==> src/rtl/dp_result_sink.sv <==
// Result sink: captures datapath products on rising dp_done into a FWFT FIFO and drains them over valid/ready.
// Optional running saturating sum on acc_sum when DP_RESULT_ACC_EN is defined.
module dp_result_sink #(
  parameter int DATA_W = 8,
  parameter int DEPTH  = 4,
  parameter int CNT_W  = 8,
  parameter int ACC_W  = 12
) (
  input  logic              clk,
  input  logic              clr,
  input  logic [DATA_W-1:0] dp_out,
  input  logic              dp_done,
  output logic [DATA_W-1:0] out_data,
  output logic              out_valid,
  input  logic              out_ready,
  output logic              full,
  output logic              empty,
  output logic [CNT_W-1:0]  count,
`ifdef DP_RESULT_ACC_EN
  output logic [ACC_W-1:0]  acc_sum,
`endif
  output logic              overflow
);

  localparam int AW = (DEPTH > 1) ? $clog2(DEPTH) : 1;
  localparam int OW = AW + 1;

  logic [DATA_W-1:0] mem_reg [DEPTH];
  logic [AW-1:0]     rd_ptr_reg, rd_ptr_next;
  logic [AW-1:0]     wr_ptr_reg;
  logic [OW-1:0]     occ_reg, occ_next;
  logic [DATA_W-1:0] head_reg, head_next;
  logic [CNT_W-1:0]  count_reg;
  logic              done_q_reg;
  logic              overflow_reg;

  logic cap, pop, push, drop;

  assign empty     = (occ_reg == '0);
  assign full      = (occ_reg == OW'(DEPTH));
  assign out_valid = ~empty;
  assign out_data  = head_reg;
  assign count     = count_reg;
  assign overflow  = overflow_reg;

  assign cap  = dp_done & ~done_q_reg;
  assign pop  = out_valid & out_ready;
  // A full FIFO can still accept when the head leaves in the same cycle.
  assign push = cap & (~full | pop);
  assign drop = cap & full & ~pop;

  always_comb begin
    rd_ptr_next = rd_ptr_reg;
    if (pop) rd_ptr_next = rd_ptr_reg + AW'(1);

    occ_next = occ_reg;
    if (push && !pop)      occ_next = occ_reg + OW'(1);
    else if (pop && !push) occ_next = occ_reg - OW'(1);

    // Head register tracks the entry that will sit at rd_ptr after this edge,
    // bypassing the write when the incoming product becomes the only entry.
    head_next = '0;
    if (occ_next != '0) begin
      if (push && (wr_ptr_reg == rd_ptr_next)) head_next = dp_out;
      else                                     head_next = mem_reg[rd_ptr_next];
    end
  end

  // Storage is intentionally left out of reset so it maps onto block RAM.
  always_ff @(posedge clk) begin
    if (!clr && push) mem_reg[wr_ptr_reg] <= dp_out;
  end

  always_ff @(posedge clk) begin
    done_q_reg <= dp_done;
    if (clr) begin
      rd_ptr_reg   <= '0;
      wr_ptr_reg   <= '0;
      occ_reg      <= '0;
      head_reg     <= '0;
      count_reg    <= '0;
      overflow_reg <= 1'b0;
    end else begin
      rd_ptr_reg <= rd_ptr_next;
      occ_reg    <= occ_next;
      head_reg   <= head_next;
      if (push) begin
        wr_ptr_reg <= wr_ptr_reg + AW'(1);
        count_reg  <= count_reg + CNT_W'(1);
      end
      if (drop) overflow_reg <= 1'b1;
    end
  end

`ifdef DP_RESULT_ACC_EN
  logic [ACC_W-1:0] acc_reg;
  logic [ACC_W:0]   acc_wide;

  assign acc_wide = {1'b0, acc_reg} + (ACC_W + 1)'(dp_out);
  assign acc_sum  = acc_reg;

  always_ff @(posedge clk) begin
    if (clr) begin
      acc_reg <= '0;
    end else if (push) begin
      acc_reg <= acc_wide[ACC_W] ? {ACC_W{1'b1}} : acc_wide[ACC_W-1:0];
    end
  end
`endif

endmodule
==> config.mk <==
export PLATFORM = sky130hd
export DESIGN_NAME = dp_result_sink
export DESIGN_NICKNAME = d
export VERILOG_FILES = /design/src/rtl/dp_result_sink.sv
export SDC_FILE = /design/constraint.sdc
export NUM_CORES = 1
export LEC_CHECK = 0
export ABC_CLOCK_PERIOD_IN_PS = 2300
export BUFFER_PORTS_ARGS = -buffer_cell sky130_fd_sc_hd__buf_2
export CORE_AREA = 5 5 80 82
export CTS_BUF_LIST = sky130_fd_sc_hd__clkbuf_8
export DETAILED_ROUTE_END_ITERATION = 8
export DIE_AREA = 0 0 85 87
export GPL_TIMING_DRIVEN = 0
export PLACE_DENSITY = 0.69
export SYNTH_ARGS = -nofsm -noshare
export SYNTH_HDL_FRONTEND = slang
export SYNTH_SLANG_ARGS = --single-unit
==> constraint.sdc <==
create_clock -name clk -period 2.3 [get_ports clk]
set_input_delay 0.345 -clock clk [delete_from_list [all_inputs] [get_ports clk]]
set_output_delay 0.345 -clock clk [all_outputs]
set_load 0.005 [all_outputs]
-- Word-level counts from Yosys, hierarchy flattened
Memories as Yosys holds them, arrays and structs flattened. A register that Yosys moved wholly into a read port is not among the register bits.
Index checks and enable logic that the tools add are counted.
- register bits: 17
- bits in writable memories: 32
- input bits: 12
- output and inout bits: 20
- logic and storage cells: 38
- memories kept: 1
- memory list (name ; depth ; bits a word ; read ports ; clocked after memory_dff ; write ports ; RTL line ; text):
    mem_reg ; 4 ; 8 ; 1 ; 1 ; 1 ; 28 ; logic [DATA_W-1:0] mem_reg [DEPTH];
- add/subtract/negate cells: 5
- eq/ne operators: 1
- muxes and demuxes: 5
- bitwise logic cells: 11
- reductions and logical operators: 9
- operators by type and width (cell ; number):
    8-bit by 1-bit adder with 8-bit output (second input constant) ; 1
    3-bit two-way mux ; 2
    1-bit AND ; 5
    1-bit inverter ; 5
    2-bit by 1-bit adder with 2-bit output (second input constant) ; 2
    3-bit by 1-bit adder with 3-bit output (second input constant) ; 1
    3-bit equality test (second input constant) ; 1
    1-bit logical AND ; 3
    1-bit logical NOT ; 3
    3-bit logical NOT ; 1
    3-bit nonzero test ; 1
    3-bit by 1-bit subtractor with 3-bit output (second input constant) ; 1
    1-bit two-way mux ; 2
    2-bit two-way mux ; 1
    2-bit OR reduction ; 1
    1-bit OR ; 1

-- Logic depth before layout (Yosys ltp)
Gate-level depths: netlist of run 1.
- depth in word-level cells: 12
- gate-level depth with buffers: 9
- gate-level depth less buffers: 8

-- Worst setup path after synthesis of run 1
Ideal clock, no wire load.
- path kind: register -> register
- from: register occ_reg[0]
- to: register head_reg[1], in the netlist out_data[1] (read register of mem_reg)
- library setup time: 0.145 ns
- arrival: 1.832 ns
- required time: 2.155 ns
- setup slack: 0.323 ns
- cell stages (with the launch flop): 9
- path buffers: 0
- period minus slack after synthesis: 1.977 ns
- path through: dfxtp_1 inv_1 ha_1 nand2_1 inv_1 nor4_1 a211oi_1 o41ai_4 a211oi_1
- elaborated cells between the ends (all ways): 19
- those cells by class: add/sub: 2; eq/ne: 1; mux: 3; bitwise: 6; reduce/logical: 7
- RTL lines (element ; RTL line ; text):
    start, declared ; 31 ; logic [OW-1:0] occ_reg, occ_next;
    start signal, assigned ; 85 ; occ_reg <= occ_next;
    3-bit equality test * ; 40 ; assign full = (occ_reg == OW'(DEPTH));
    via full ; 16 ; output logic full,
    1-bit inverter * ; 49 ; assign push = cap & (~full | pop);
    1-bit OR * ; 49 ;
    1-bit AND * ; 49 ;
    1-bit logical NOT ; 58 ; else if (pop && !push) occ_next = occ_reg - OW'(1);
    1-bit logical AND ; 58 ;
    3-bit two-way mux ; 58 ;
    3-bit two-way mux * ; 57 ; if (push && !pop) occ_next = occ_reg + OW'(1);
    3-bit nonzero test * ; 63 ; if (occ_next != '0) begin
    1-bit inverter (no source line) * ; n/a ;
    2-bit OR reduction (no source line) * ; n/a ;
    end, declared ; 32 ; logic [DATA_W-1:0] head_reg, head_next;
The timed path passes the listed nets; every way through them passes the cells marked *.
A chain may end at the register's enable or synchronous reset.

-- Worst setup path after layout of run 1
- from: register occ_reg[0]
- to: register head_reg[5], in the netlist out_data[5] (read register of mem_reg)
- word-level cells in the longest chain between the ends: 12
- elaborated cells between the ends (all ways): 19
- those cells by class: add/sub: 2; eq/ne: 1; mux: 3; bitwise: 6; reduce/logical: 7
- RTL lines (element ; RTL line ; text):
    3-bit logical NOT ; 39 ; assign empty = (occ_reg == '0);
    1-bit inverter ; 41 ; assign out_valid = ~empty;
    1-bit AND ; 47 ; assign pop = out_valid & out_ready;
    1-bit OR ; 49 ;
    1-bit AND ; 49 ;
    1-bit logical NOT ; 58 ;
    1-bit logical AND ; 58 ;
    3-bit two-way mux ; 58 ;
    3-bit two-way mux ; 57 ;
    3-bit nonzero test ; 63 ;
    1-bit inverter (no source line) ; n/a ;
    2-bit OR reduction (no source line) ; n/a ;
Several ways; a longest one is shown, not always the timed one.

==> results of run 1 <==
[per-stage QoR]
stage                     instance area, um2  instances  hold WS (ns)  TNS [ns]  power (mW)
after detailed placement                2980        309         0.462     -2.20        1.93
after floorplan                         2740        203         0.373         0        1.73
final                                   3300        328         0.133         0        3.01
after global routing                    3300        328         0.122    -0.345        3.16
after CTS                               3210        326         0.111         0        2.96
after global placement                  2980        309         0.444     -1.45        1.91
[worst max path at each step]
stage | endpoint | cells after the start | from | slack, ns
after floorplan | out_data[1] | 8 | occ_reg[0] | 0.32
after global placement | out_data[5] | 8 | occ_reg[0] | -0.09
after detailed placement | out_data[5] | 8 | occ_reg[0] | -0.13
after CTS | out_data[5] | 9 | occ_reg[0] | 0.02
after global routing | out_data[5] | 10 | occ_reg[0] | -0.04
final | out_data[5] | 10 | occ_reg[0] | 0.09
[layer usage]
layer  vias up  track usage (%)  routed length [um]
met1       897             19.4                2390
met5         -                0                   0
li1        880                -                   -
met4         0             6.33                  57
met2        46             25.1                2800
met3         5             5.20                 266
[power by group]
part / total (mW) / switching (mW) / internal [mW]
sequential: 1.19 / 0.0399 / 1.15
combinational: 0.795 / 0.442 / 0.353
clock: 1.03 / 0.418 / 0.609
total: 3.01 / 0.901 / 2.11
[cell usage in the layout, fill, tap and decap left out, drive strengths merged]
cell type and n:
buf 40, edfxtp 32, dfxtp 25, a211oi 17
mux4 16, nor2 14, nand2 12, clkbuf 10
inv 9, mux2i 8, ha 8, a21oi 7
nor3 7, and3 5, xnor2 5, xor2 5
nand3 4, nand4 4, nand2b 3, nor2b 2
nor4 2, o21a 2, bufinv 2, clkinv 2
clkinvlp 2, a31oi 2, and3b 1, o21ai 1
a21boi 1, o211ai 1, a21o 1, o41ai 1
a221oi 1, and4 1
[area by class of cell]
type / instances / area (um2)
buffer: 7 / 42.5
clock buffer: 9 / 124
clock inverter: 7 / 93.8
fill: 462 / 2380
inverter: 8 / 32.5
multi-input combinational: 131 / 1270
sequential: 57 / 1460
tap: 75 / 93.8
timing repair buffer: 34 / 181
[critical path: stages, from the launching register on]
cell	delay, ns
dfxtp_1	0.34
inv_1	0.13
ha_1	0.26
nand2b_1	0.09
buf_6	0.14
inv_4	0.11
nor3_4	0.06
a211oi_1	0.44
o41ai_4	0.14
buf_6	0.16
a211oi_1	0.23
[repair_timing]
item | CTS | global route
pin swaps | 1 | 2
resized for setup | 4 | 13
setup buffers | 1 | 2
setup endpoints to repair | 40 | 40
[cell families (layout without fill, tap and decap cells)]
group	count (synthesis)	after routing	share of synthesized area (%)
flip-flops	57	57	53.4
adder cells (fa/ha/maj)	8	8	3.66
AND/OR/NAND/NOR	55	55	10.5
XOR/XNOR	10	10	3.20
multiplexers	24	24	16.1
buffers and inverters	15	65	2.75
AO/OA/AOI/OAI	34	34	10.3
==> flow_summary.yaml, run 1 <==
clock_network:
  clock_path_buffers: 2
  holdBufCountCts: 0
  cts.sink_count: 57
  clk-insertion-delay-late_ns: 0.34
  htreeDepth: 3
  cts_root_buf: "clkbuf_8"
  clk_pin_slew_worst_paths_ns: 0.07
  cts_tree: "done"
  numCtsBuffers: 9
route:
  drc: 0
  firstDrtPassIters: 4
  vias_per_cell: 5.57
  first_iter_violations: 158
  totalWireLength_um: 5510
  final_antenna_net_count: 0
  drt-wirelength-per-cell_um: 16.8
  vias: 1828
synthesis:
  synth.most_common_cell: "edfxtp_1"
  yosysTopAreaCell: "edfxtp_1"
  synth_flop_cell: "edfxtp_1"
  ys_seq_elements: 57
  netlist_area_um2: 2740
  seq_area_frac_synth_pct: 53.4
  syn_inst: 203
  ys_types: 41
  synth_edf_count: 32
  synthTopCellsByCount: "edfxtp_1 (32), dfxtp_1 (25), mux4_2 (16)"
  synthArstFlopShare_pct: 0
  syn_nets: 223
  synth_top_area_share_pct: 35.1
  ys_warn_count: 0
  synth_area_per_cell_um2: 13.5
  synth_area_leaders: "edfxtp_1 (35%), dfxtp_1 (18%), mux4_2 (13%), a211oi_1 (4.1%), ha_1 (3.7%)"
timing:
  fin_crit_sh_pct: 96.2
  tightest_slew_ns: 0.579
  finalSetupViolCount: 0
  post-route-min-period_ns: 2.21
  setup_slack_ns: 0.0867
  max_freq_ghz: 0.452
  skew_ns: 0.0127
  slew-limit-headroom_pct: 61.1
  hold_viol_final: 0
  rsz0062_at_grt: "yes"
  slew_viol_final: 0
worst_setup_path:
  critPathRequiredTime_ns: 2.53
  cp-start-kind: "flip-flop"
  end_kind: "flip-flop"
  rrSetupSlack_ns: 0.09
  critPathArrivalTime_ns: 2.45
  critPathKind: "reg2reg"
  critPathMaxFanout: 8
  worst_r2r_startpoint: "occ_reg[0]"
  r2r_cells: 10
  reg2reg_to: "out_data[5]"
die:
  rows: 28
  die_area_um2: 7400
  dieWidth_um: 85
  start_util_pct: 48.2
  core_area_um2: 5680
  die_y_um: 87
  io_pins: 32
finish:
  antenna_cells: 0
  syn2layout_area_growth_pct: 20.6
  largest_reg_flops: 32
  nets: 268
  drive_above_1_share_pct: 37.5
  post-route-util_pct: 58.1
placed_design:
  gp_congestion: 0.877
  place_ws_ns: -0.127
  dp_hpwl_um: 3620
  numPortBuffers: 31
grt:
  grt_pass1_wl_um: 8650
  grt_pass1_vias: 1783
  grt_util_all_layers_pct: 15.6
  grt-ovfl-total: 0
  antenna_found_initial: 0
  grt_max_degree: 12
job:
  drv_cap: 0
min_path:
  hold_start: "dp_done"
  hold_class: "in2reg"
  hold_path_depth: 1
  min_to: "done_q_reg"
power:
  p_leak_nw: 1.19
  ir_drop_uv: 365
  p_per_area_nw_per_um2: 913
status:
  status: "completed"
(Power assumes the default switching activity.)
==> run 2: changes to the inputs <==
CORE_AREA = 5 5 95 97   (was 5 5 80 82)
DIE_AREA = 0 0 100 102   (was 0 0 85 87)
PLACE_DENSITY = default   (was 0.69)
==> flow_summary.yaml, run 2 (synthesis gave the netlist of run 1 again) <==
finish:
  syn2layout_area_growth_pct: 20.5
  drive_above_1_share_pct: 37.0
  post-route-util_pct: 40.9
  final_common_cell: "buf_2"
  nets: 269
  antenna_cells: 0
  layout_common_cells: "buf_2 (35), edfxtp_1 (32), dfxtp_1 (24)"
  largest_reg_flops: 32
grt:
  grt_pass1_vias: 1857
  grtUsageMet2_pct: 20.1
  top_usage_layer: "met2"
  grt_util_all_layers_pct: 12.5
  use_met3_pct: 5.46
  antenna_found_initial: 0
  grt-ovfl-total: 0
  grt_max_degree: 11
  grt_pass1_wl_um: 9650
  use_met1_pct: 15.1
power:
  p_per_area_nw_per_um2: 845
  p_int_mw: 1.89
  swShare_pct: 32.1
  switchingPower_uw: 893
  power_frac_seq_pct: 42.8
  pwr-share-clk_pct: 28.1
  power_mw: 2.78
  ir_drop_uv: 308
  pwr-share-comb_pct: 29.1
  p_leak_nw: 1.18
timing:
  tightest_slew_ns: 0.594
  finalSetupViolCount: 0
  hold_viol_final: 0
  slew_viol_final: 0
  max_freq_ghz: 0.465
  slew-limit-headroom_pct: 60.1
  post-route-min-period_ns: 2.15
  rsz0062_at_grt: "no"
  fin_crit_sh_pct: 93.5
  skew_ns: 0.00667
die:
  dieWidth_um: 100
  die_y_um: 102
  die_area_um2: 10200
  start_util_pct: 34.0
  rows: 33
  io_pins: 32
  core_area_um2: 8050
route:
  vias: 1833
  firstDrtPassIters: 6
  drc: 0
  final_antenna_net_count: 0
  first_iter_violations: 119
  drt-wirelength-per-cell_um: 16.9
  vias_per_cell: 5.11
  totalWireLength_um: 6050
worst_setup_path:
  crit_slowest_cell: "dfxtp_2"
  critPathRequiredTime_ns: 2.53
  cp-start-kind: "flip-flop"
  rrSetupSlack_ns: 0.15
  critPathArrivalTime_ns: 2.38
  critPathMaxStageDelay_ns: 0.35
  critPathMaxFanout: 9
  r2r_cells: 9
  reg2reg_to: "out_data[1]"
  path_cells: "inv_1 > ha_1 > nand2b_1 > buf_6 > inv_4 > nor4_4 > a31oi_4 > a21o_4 > a211oi_1"
  end_kind: "flip-flop"
  worst_r2r_startpoint: "occ_reg[0]"
  critPathKind: "reg2reg"
placed_design:
  numPortBuffers: 31
  dp_hpwl_um: 4010
  gp_congestion: 0.817
clock_network:
  cts_tree: "done"
  cts_root_buf: "clkbuf_8"
  numCtsBuffers: 9
  clk-insertion-delay-late_ns: 0.34
  htreeDepth: 3
  clock_path_buffers: 2
  cts.sink_count: 57
  clk_pin_slew_worst_paths_ns: 0.06
job:
  drv_cap: 0
min_path:
  min_to: "done_q_reg"
  hold_path_depth: 1
  hold_start: "dp_done"
  hold_class: "in2reg"
status:
  status: "completed"
[run 2: cell count changes in the layout (fill, tap and decap cells not counted), sizes merged]
cell / before / now
bufinv: 2 / 0
clkinv: 2 / 4
clkinvlp: 2 / 1
inv: 9 / 10
buf: 40 / 41
[run 2: cell type report]
cell class,count,area [um2]
fillers,778,4760
clock inverters,7,37.5
repair buffers,35,189
inverters,8,32.5
plain buffers,7,42.5
well taps,105,131
multi-input cells,131,1280
clock buffers,9,124
flip-flops and latches,57,1460
[run 2: critical path: cells and delay by family (launching register included)]
family / cells / cell delay (ns)
AND/OR/NAND/NOR: 2 / 0.40
flip-flops: 1 / 0.35
adder cells (fa/ha/maj): 1 / 0.27
AO/OA/AOI/OAI: 3 / 0.72
buffers and inverters: 3 / 0.29
[run 2: timing repair]
action / in CTS / in global routing
setup buffers: 2 / 2
hold buffers: 0 / 0
setup endpoints to repair: 40 / 40
gates resized for setup: 5 / 15
pin swaps: 1 / 2
[run 2: power by group through the flow]
stage / Combinational, mW / Clock [mW] / Sequential, mW
global route: 0.888 / 0.856 / 1.20
CTS: 0.749 / 0.796 / 1.19
detailed placement: 0.729 / 0 / 1.21
floorplan: 0.517 / 0 / 1.21
global placement: 0.715 / 0 / 1.21
finish: 0.810 / 0.781 / 1.19
[run 2: worst max-delay path by stage]
stage	from	endpoint	slack, ns	cells past startpoint
after floorplan	occ_reg[0]	out_data[1]	0.32	8
after global placement	occ_reg[0]	out_data[1]	-0.15	8
after detailed placement	occ_reg[0]	out_data[1]	-0.17	8
after CTS	occ_reg[0]	out_data[1]	0.002	9
after global routing	occ_reg[0]	out_data[1]	0.009	9
final	occ_reg[0]	out_data[1]	0.15	9
[run 2: routing by layer]
layer	vias to the layer above	routed length, um
met2	40	3180
met5	-	0
met1	907	2500
met3	9	283
met4	0	83
li1	877	-
[run 2: through the flow]
stage	cells	setup slack (ns)	cell area, um2	TNS, ns	hold WS [ns]
5_1_grt	359	0.00869	3300	0	0.131
3_3_place_gp	339	-0.153	3020	-3.54	0.444
6_report	359	0.149	3300	0	0.132
2_1_floorplan	203	0.323	2740	0	0.373
3_5_place_dp	339	-0.168	3020	-3.25	0.451
4_1_cts	357	0.00232	3210	0	0.126
==> run 3: changes to the inputs <==
REMOVE_ABC_BUFFERS = 1   (was default)
==> flow_summary.yaml, run 3 (synthesis gave the netlist of run 1 again) <==
status:
  status: "completed"
timing:
  max_freq_ghz: 0.459
  holdWs_ns: 0.135
  fin_crit_sh_pct: 94.8
  finalSetupViolCount: 0
  post-route-min-period_ns: 2.18
  skew_ns: 0.0107
  hold_viol_final: 0
  setup_slack_ns: 0.120
  tightest_slew_ns: 0.710
  slew-limit-headroom_pct: 52.6
  finalSetupTns_ns: 0
  slew_viol_final: 0
clock_network:
  clk_pin_slew_worst_paths_ns: 0.07
  holdBufCountCts: 0
  clk-insertion-delay-late_ns: 0.34
  cts_tree: "done"
  numCtsBuffers: 9
  cts_root_buf: "clkbuf_8"
  htreeDepth: 3
  clock_path_buffers: 2
  cts.sink_count: 57
placed_design:
  gp_congestion: 0.766
  numPortBuffers: 31
  place_ws_ns: -0.541
  dp_hpwl_um: 3840
  placed_cell_area_um2: 2980
  dp.cells: 332
finish:
  antenna_cells: 0
  largest_reg_flops: 32
  syn2layout_area_growth_pct: 21.7
  post-route-util_pct: 41.4
  nets: 263
  fin_cells: 353
  final_common_cell: "edfxtp_1"
  finalInstanceArea_um2: 3330
  drive_above_1_share_pct: 35.1
  layout_common_cells: "edfxtp_1 (32), buf_2 (31), dfxtp_1 (24)"
die:
  rows: 33
  die_area_um2: 10200
  start_util_pct: 34.0
  die_y_um: 102
  io_pins: 32
  core_area_um2: 8050
  dieWidth_um: 100
power:
  ir_drop_uv: 242
  p_leak_nw: 1.18
  p_per_area_nw_per_um2: 901
  power_mw: 3.00
worst_setup_path:
  worst_r2r_startpoint: "occ_reg[0]"
  crit_path_start: "occ_reg[0]"
  end_kind: "flip-flop"
  cp-endpoint: "out_data[7]"
  cp-start-kind: "flip-flop"
  critPathMaxFanout: 7
  r2r_cells: 9
  critPathArrivalTime_ns: 2.40
  critPathKind: "reg2reg"
  critPathRequiredTime_ns: 2.52
  reg2reg_to: "out_data[7]"
  rrSetupSlack_ns: 0.12
route:
  final_antenna_net_count: 0
  drt-wirelength-per-cell_um: 16.3
  drc: 0
  vias: 1823
  vias_per_cell: 5.16
  firstDrtPassIters: 4
  totalWireLength_um: 5760
  first_iter_violations: 121
grt:
  grt_max_degree: 19
  grt-ovfl-total: 0
  grt_pass1_wl_um: 9090
  antenna_found_initial: 0
  grt_pass1_vias: 1792
  grt_util_all_layers_pct: 11.8
min_path:
  hold_class: "in2reg"
job:
  drv_cap: 0
-- run 3: layer usage --
| layer | part of all wire (%) | up-vias | track usage, % |
|---|---|---|---|
| met1 | 41 | 904 | 13.6 |
| met2 | 53 | 46 | 20.6 |
| met4 | 1.6 | 0 | 5.91 |
| met5 | 0 | - | 0 |
| met3 | 4.6 | 8 | 2.66 |
| li1 | - | 865 | - |
-- run 3: critical path, cell delays in order, from the launching register on --
cell      delay [ns]
dfxtp_1         0.39
inv_1           0.11
ha_1            0.26
nand2b_2        0.22
inv_4           0.10
nor3_2          0.22
a211oi_1        0.15
o41ai_4         0.36
buf_4           0.21
a211oi_1        0.05
-- run 3: power by group --
part           total [mW]  leakage [nW]  internal [mW]  switching, mW
Clock                1.02         0.107          0.609          0.411
Combinational       0.759         0.581          0.344          0.415
Sequential           1.22         0.494           1.15         0.0712
Total                3.00          1.18           2.10          0.897
-- run 3: repair_timing --
item                       in CTS  in global routing
pin swaps                       1                  3
resized for setup               5                 12
buffers inserted                2                  3
setup endpoints to repair      40                 25
-- run 3: how the worst min path moves through the flow --
| stage | startpoint | end | slack (ns) | cells after the start |
|---|---|---|---|---|
| after global routing | dp_done | done_q_reg | 0.12 | 1 |
| after floorplan | dp_done | done_q_reg | 0.37 | 0 |
| final | dp_done | done_q_reg | 0.13 | 1 |
| after detailed placement | overflow | overflow | 0.46 | 2 |
| after global placement | overflow | overflow | 0.45 | 2 |
| after CTS | dp_done | done_q_reg | 0.12 | 1 |
-- run 3: cell type report --
cell class              instances  area (um2)
clock buffers                   9         124
clock inverters                 7        93.8
fillers                       750        4720
inverters                       8        32.5
multi-input cells             131        1280
flip-flops and latches         57        1470
well taps                     105         131
repair buffers                 36         205
